===== src/rtl/scp_079_multistage_if.sv =====
// Bus for the multistage intrusion controller.
// Carries the green/yellow/red requests in and the state, level, progress flags,
// dwell timer, cheat flag and retry count out.
// The DUT uses the slave modport; the driver uses the master modport.
interface scp_079_multistage_if #(
   parameter int STAGES = 2,
   parameter int TW     = 6
);
   logic              green;
   logic              yellow;
   logic              red;
   logic [2:0]        state;
   logic [3:0]        level;
   logic [STAGES:0]   a;
   logic [TW-1:0]     timer;
   logic              cheat_out;
   logic [3:0]        retries;

   modport master (
      output green, yellow, red,
      input  state, level, a, timer, cheat_out, retries
   );

   modport slave (
      input  green, yellow, red,
      output state, level, a, timer, cheat_out, retries
   );
endinterface


===== src/rtl/scp_079_multistage.sv =====
// Multistage attack controller: LAYLOW -> ATTACK levels -> CONNECT, with a
// CHEAT penalty dwell that ends in LAYLOW or FAIL.
// Ports: clock, reset (async, active high), bus (slave):
//   in  green/yellow/red, out state/level/a/timer/cheat_out/retries.
// Optional: define SCP_079_RETRY_EN to let FAIL recover to LAYLOW.
module scp_079_multistage #(
   parameter int STAGES   = 2,
   parameter int TW       = 6,
   parameter int LAYLOW_T = 20,
   parameter int ATTACK_T = 10,
   parameter int CHEAT_T  = 15
) (
   input logic                clock,
   input logic                reset,
   scp_079_multistage_if.slave bus
);

   typedef enum logic [2:0] {
      S_LAYLOW  = 3'b000,
      S_CHEAT   = 3'b001,
      S_ATTACK  = 3'b010,
      S_FAIL    = 3'b100,
      S_CONNECT = 3'b101
   } state_t;

   localparam logic [STAGES:0] A_ONE  = 1;
   localparam logic [TW-1:0]   LAY_TH = TW'(LAYLOW_T);
   localparam logic [TW-1:0]   ATK_TH = TW'(ATTACK_T);
   localparam logic [TW-1:0]   CHT_TH = TW'(CHEAT_T);
   localparam logic [3:0]      TOP    = 4'(STAGES);

   state_t          state_q, state_n;
   logic [3:0]      level_q, level_n;
   logic [STAGES:0] a_q, a_n;
   logic [TW-1:0]   timer_q;
   logic            cheat_q, cheat_n;
   logic [3:0]      retries_q, retries_n;
   logic            step;

   // Any state or level change restarts the dwell count at 1.
   assign step = (state_n != state_q) || (level_n != level_q);

   always_ff @(posedge clock or posedge reset) begin
      if (reset) begin
         state_q   <= S_LAYLOW;
         level_q   <= 4'd0;
         a_q       <= '0;
         timer_q   <= '0;
         cheat_q   <= 1'b0;
         retries_q <= 4'd0;
      end else begin
         state_q   <= state_n;
         level_q   <= level_n;
         a_q       <= a_n;
         cheat_q   <= cheat_n;
         retries_q <= retries_n;
         if (step)
            timer_q <= TW'(1);
         else if (timer_q != '1)
            timer_q <= timer_q + 1'b1;
      end
   end

   always_comb begin
      state_n   = state_q;
      level_n   = level_q;
      a_n       = a_q;
      cheat_n   = cheat_q;
      retries_n = retries_q;
      unique case (state_q)
         S_LAYLOW: begin
            if (bus.red) begin
               state_n = S_CHEAT;
               cheat_n = 1'b1;
            end else if (bus.green && timer_q >= LAY_TH) begin
               state_n = S_ATTACK;
               level_n = 4'd1;
               a_n     = a_q | A_ONE;
            end
         end
         S_ATTACK: begin
            if (bus.red) begin
               state_n = S_CHEAT;
               cheat_n = 1'b1;
            end else if (bus.yellow) begin
               // Retreat drops the flag earned by the level being left.
               a_n = a_q & ~(A_ONE << (level_q - 4'd1));
               if (level_q > 4'd1) begin
                  level_n = level_q - 4'd1;
               end else begin
                  state_n = S_LAYLOW;
                  level_n = 4'd0;
               end
            end else if (bus.green && timer_q >= ATK_TH) begin
               if (level_q < TOP) begin
                  level_n = level_q + 4'd1;
                  a_n     = a_q | (A_ONE << level_q);
               end else begin
                  state_n = S_CONNECT;
                  a_n     = a_q | (A_ONE << STAGES);
               end
            end
         end
         S_CHEAT: begin
            if (timer_q >= CHT_TH) begin
               if (bus.red) begin
                  state_n = S_FAIL;
               end else begin
                  state_n = S_LAYLOW;
                  level_n = 4'd0;
                  a_n     = '0;
                  cheat_n = 1'b0;
               end
            end
         end
         S_FAIL: begin
`ifdef SCP_079_RETRY_EN
            if (timer_q >= CHT_TH && !bus.red) begin
               state_n = S_LAYLOW;
               level_n = 4'd0;
               a_n     = '0;
               cheat_n = 1'b0;
               if (retries_q != 4'hF)
                  retries_n = retries_q + 4'd1;
            end
`else
            retries_n = 4'd0;
`endif
         end
         S_CONNECT: begin
            state_n = S_CONNECT;
         end
         default: begin
            state_n = S_LAYLOW;
         end
      endcase
   end

   always_comb begin
      bus.state     = state_q;
      bus.level     = level_q;
      bus.a         = a_q;
      bus.timer     = timer_q;
      bus.cheat_out = cheat_q;
      bus.retries   = retries_q;
   end

endmodule

===== src/flat_wrapper.sv =====
// flat-port wrapper written by rule: the top's interface ports become plain ports
module scp_079_multistage_flat 
#(
   parameter int STAGES   = 2,
   parameter int TW       = 6,
   parameter int LAYLOW_T = 20,
   parameter int ATTACK_T = 10,
   parameter int CHEAT_T  = 15
)
  (clock, reset, bus_green, bus_yellow, bus_red, bus_state, bus_level, bus_a, bus_timer, bus_cheat_out, bus_retries);
  scp_079_multistage_if #(.STAGES(STAGES), .TW(TW)) bus_i ();
  input logic clock;
  input logic reset;
  input wire logic [$bits(bus_i.green)-1:0] bus_green;
  input wire logic [$bits(bus_i.yellow)-1:0] bus_yellow;
  input wire logic [$bits(bus_i.red)-1:0] bus_red;
  output wire logic [$bits(bus_i.state)-1:0] bus_state;
  output wire logic [$bits(bus_i.level)-1:0] bus_level;
  output wire logic [$bits(bus_i.a)-1:0] bus_a;
  output wire logic [$bits(bus_i.timer)-1:0] bus_timer;
  output wire logic [$bits(bus_i.cheat_out)-1:0] bus_cheat_out;
  output wire logic [$bits(bus_i.retries)-1:0] bus_retries;
  assign bus_i.green = bus_green;
  assign bus_i.yellow = bus_yellow;
  assign bus_i.red = bus_red;
  assign bus_state = bus_i.state;
  assign bus_level = bus_i.level;
  assign bus_a = bus_i.a;
  assign bus_timer = bus_i.timer;
  assign bus_cheat_out = bus_i.cheat_out;
  assign bus_retries = bus_i.retries;
  scp_079_multistage #(.STAGES(STAGES), .TW(TW), .LAYLOW_T(LAYLOW_T), .ATTACK_T(ATTACK_T), .CHEAT_T(CHEAT_T)) u_core (.clock(clock), .reset(reset), .bus(bus_i));
endmodule

===== config.mk =====
export PLATFORM = sky130hd
export DESIGN_NAME = scp_079_multistage_flat
export DESIGN_NICKNAME = d
export VERILOG_FILES = /design/src/rtl/scp_079_multistage_if.sv /design/src/rtl/scp_079_multistage.sv /design/src/flat_wrapper.sv
export SDC_FILE = /design/constraint.sdc
export NUM_CORES = 1
export LEC_CHECK = 0
export BUFFER_PORTS_ARGS = -buffer_cell sky130_fd_sc_hd__clkbuf_2
export CAP_MARGIN = 20
export CORE_MARGIN = 2
export CORE_UTILIZATION = 35
export DETAILED_ROUTE_END_ITERATION = 8
export GPL_TIMING_DRIVEN = 1
export HOLD_SLACK_MARGIN = 0.02
export PLACE_DENSITY = 0.56
export SLEW_MARGIN = 10
export SYNTH_ARGS = -nofsm -noshare
export SYNTH_HDL_FRONTEND = slang
export SYNTH_SLANG_ARGS = --single-unit

===== constraint.sdc =====
create_clock -name clock -period 3.92 [get_ports clock]
set_input_delay 0.392 -clock clock [delete_from_list [all_inputs] [get_ports clock]]
set_output_delay 0.392 -clock clock [all_outputs]
set_load 0.05 [all_outputs]

==> impl_metrics.ini <==
[run_status]
status = finished clean

[cells_and_area]
post-route-cell-area_um2 = 1640
filler_cell_count = 424
syn_to_final_growth_pct = 8.65
layout.cells.most_common = clkbuf_2
most-common-layout-cells = 21 x clkbuf_2, 18 x nor2_1, 17 x dfrtp_1, 14 x nand2_1, 14 x a21oi_1
postLayoutCoreUtil_pct = 40.3
insertedDiodeCount = 0
layout-drive-gt1-share_pct = 15.3
fin_nets = 213

[routing]
antenna_left = 0
num_vias = 1492
detail_route.iter0.violations = 133
drt_drc_violations_left = 0
wl_per_cell_um = 15.2
vias_per_cell = 5.92
dr.pass1.iters = 4
postRouteWirelength_mm = 3.84

[worst_setup_path]
worst-setup-path-type = flip-flop to flip-flop
critical_path_peak_fanout = 10
startpoint_type = flip-flop
worstSetupEndpointType = flip-flop
timing.critical_path.required_ns = 4.05
crit_arrival_ns = 3.01

[floorplanning]
core-area_um2 = 4060
die_area_um2 = 4840
initial_utilization_pct = 37.1
ios = 26
die_height_um = 69.6
die_x_um = 69.6
placement_rows = 23

[synth]
dominantRegCellSynth = dfrtp_1
ys_seq_area_share_pct = 28.3
synthesis.yosys.warnings = 0
synth_edf_count = 0
gate_count_of_the_mapped_netlist = 189
yosysUniqueCellTypes = 54
synth_async_reset_ratio_pct = 100
seq_cells_post_synth = 17
post_synth.cell_area_avg_um2 = 7.96
post_synthesis_cell_area_um2 = 1510

[placed_design]
hpwl_dp_mm = 2.94
placed_area_um2 = 1590
port_buffers = 21
dp_slack_ns = 1.05
place.gp.congestion = 0.920

[clocking]
postCtsSetupBuffers = 0
tritoncts = yes
clock_tree.htree_level_count = 1
cts_inserted_buffers = 3
cts.hold.buffers_added = 0
clock_tree.root_cell = clkbuf_8
postCtsResizedCells = 0
cts_buffer_depth = 2
cts.sinks = 17
clock_pin_slew_on_the_worst_setup_and_hold_paths_ns = 0.07
insertion_delay_to_the_later_sink_of_the_worst_skew_pair_ns = 0.26

[sta]
rsz0062_at_grt = no
fmax_mhz = 348
fin_tns_setup_ns = 0
timing.final.setup_violations = 0
worst_clock_skew_ns = 0.00371
final_period_minus_worst_setup_slack_ns = 2.88
fin_ws_ns = 1.04
timing.final.crit_share_pct = 73.4
final_hold_viol_count = 0
maxSlewViolCount = 0
tightestPinTransition_ns = 0.659
slew_headroom_pct = 56.0

[power_and_ir_drop]
cellLeakagePower_nw = 0.681
cellPowerDensity_nw_per_um2 = 617
peakVddDrop_mv = 0.238

[global_routing]
antenna_violations_before_repair = 0
grt.busiest_layer = met2
aggregate_global_routing_overflow = 0
grt_met1_use_pct = 23.5
grt.met2_usage_pct = 25.4
first_global_vias = 1350
maximum_number_of_pins_on_one_net_before_global_route_repair = 20
groute.usage.overall_pct = 16.4
first_pass_grt_wire_length_mm = 6.56
grtUsageMet3_pct = 2.91

[min_path]
hold_path.class = primary input to async pin

[flow_run]
timing.max_cap.violations = 0
## final cells by class
type	instances	area (µm²)	share of cell area (%)
clock buffer	3	41.3	2.52
clock inverter	1	5.00	0.306
inverter	10	37.5	2.30
multi-input combinational	150	958	58.6
sequential	17	425	26.0
tap	50	62.6	3.83
timing repair buffer	21	105	6.43
## critical path: stages (launching register included)
cell       delay (ns)
dfrtp_1          0.53
inv_1            0.19
ha_1             0.29
nor2_1           0.23
nand3b_1         0.14
o211ai_1         0.16
a2111oi_4        0.41
o311ai_2         0.24
or4_1            0.55
## registers in the layout (all words and copies together) (netlist names)
| name | flops |
|---|---|
| u_core.bus.a | 3 |
| u_core.bus.cheat_out | 1 |
| u_core.bus.level | 4 |
| u_core.bus.state | 3 |
| u_core.bus.timer | 6 |
## stage by stage
step	power, mW	instances	hold slack [ns]
after floorplan	0.762	192	0.318
after global routing	1.09	252	0.265
final	1.01	252	0.196
after detailed placement	0.874	248	0.464
after global placement	0.878	248	0.461
after CTS	1.01	252	0.234
## worst paths after layout
kind	startpoint	endpoint	slack (ns)	cells after the start
setup / recovery	u_core.bus.level[0]$_DFF_PP0_	u_core.bus.timer[0]$_DFFE_PP0P_	1.04	8
hold / removal	reset	u_core.bus.timer[3]$_DFFE_PP0P_	0.20	2
setup reg to reg	u_core.bus.level[0]$_DFF_PP0_	u_core.bus.timer[0]$_DFFE_PP0P_	1.04	8
hold reg to reg	u_core.bus.a[2]$_DFFE_PP0P_	u_core.bus.a[2]$_DFFE_PP0P_	0.48	2
max in group asynchronous	reset	u_core.bus.level[1]$_DFF_PP0_	3.30	2
min in group clock	u_core.bus.a[2]$_DFFE_PP0P_	u_core.bus.a[2]$_DFFE_PP0P_	0.48	2
## kinds of logic (layout without fill, tap and decap cells)
| group | after synthesis | count (layout) | share of synthesized area (%) |
|---|---|---|---|
| AOI/OAI and AO/OA | 62 | 62 | 29.9 |
| xor gates and xnor gates | 2 | 2 | 1.16 |
| adders and majority gates | 5 | 5 | 4.16 |
| buffers and inverters | 25 | 35 | 8.81 |
| DFF | 17 | 17 | 28.3 |
| muxes | 1 | 1 | 0.665 |
| other | 1 | 4 | 0.249 |
| and+or+nand+nor | 76 | 76 | 26.8 |
## per-layer routing
| layer | vias up | routed length, µm |
|---|---|---|
| li1 | 733 | - |
| met1 | 702 | 1810 |
| met2 | 52 | 1710 |
| met3 | 5 | 278 |
| met4 | 0 | 44 |
| met5 | - | 0 |
## cells in the mapped netlist (all sizes together) (3+ instances only)
cell type | number | area share [%]
nor2 | 18 | 4.5
dfrtp | 17 | 28
a21oi | 14 | 4.7
nand2 | 14 | 3.5
o21ai | 12 | 4.0
inv | 10 | 2.5
buf | 9 | 4.8
nor3 | 7 | 2.7
clkbuf | 6 | 1.5
nand3 | 6 | 2.0
nor4 | 6 | 2.5
ha | 5 | 4.2
nand2b | 5 | 2.1
nor2b | 4 | 1.7
o211ai | 4 | 2.0
o22ai | 4 | 1.7
a31oi | 3 | 1.2
o31ai | 3 | 1.5
o41ai | 3 | 1.7
or4 | 3 | 1.5
## power breakdown
| part | internal (mW) | total (mW) | switching [mW] |
|---|---|---|---|
| registers | 0.218 | 0.324 | 0.106 |
| logic | 0.171 | 0.549 | 0.378 |
| clock network | 0.0707 | 0.136 | 0.0657 |
Note: power is estimated with default switching activity, not from simulation.
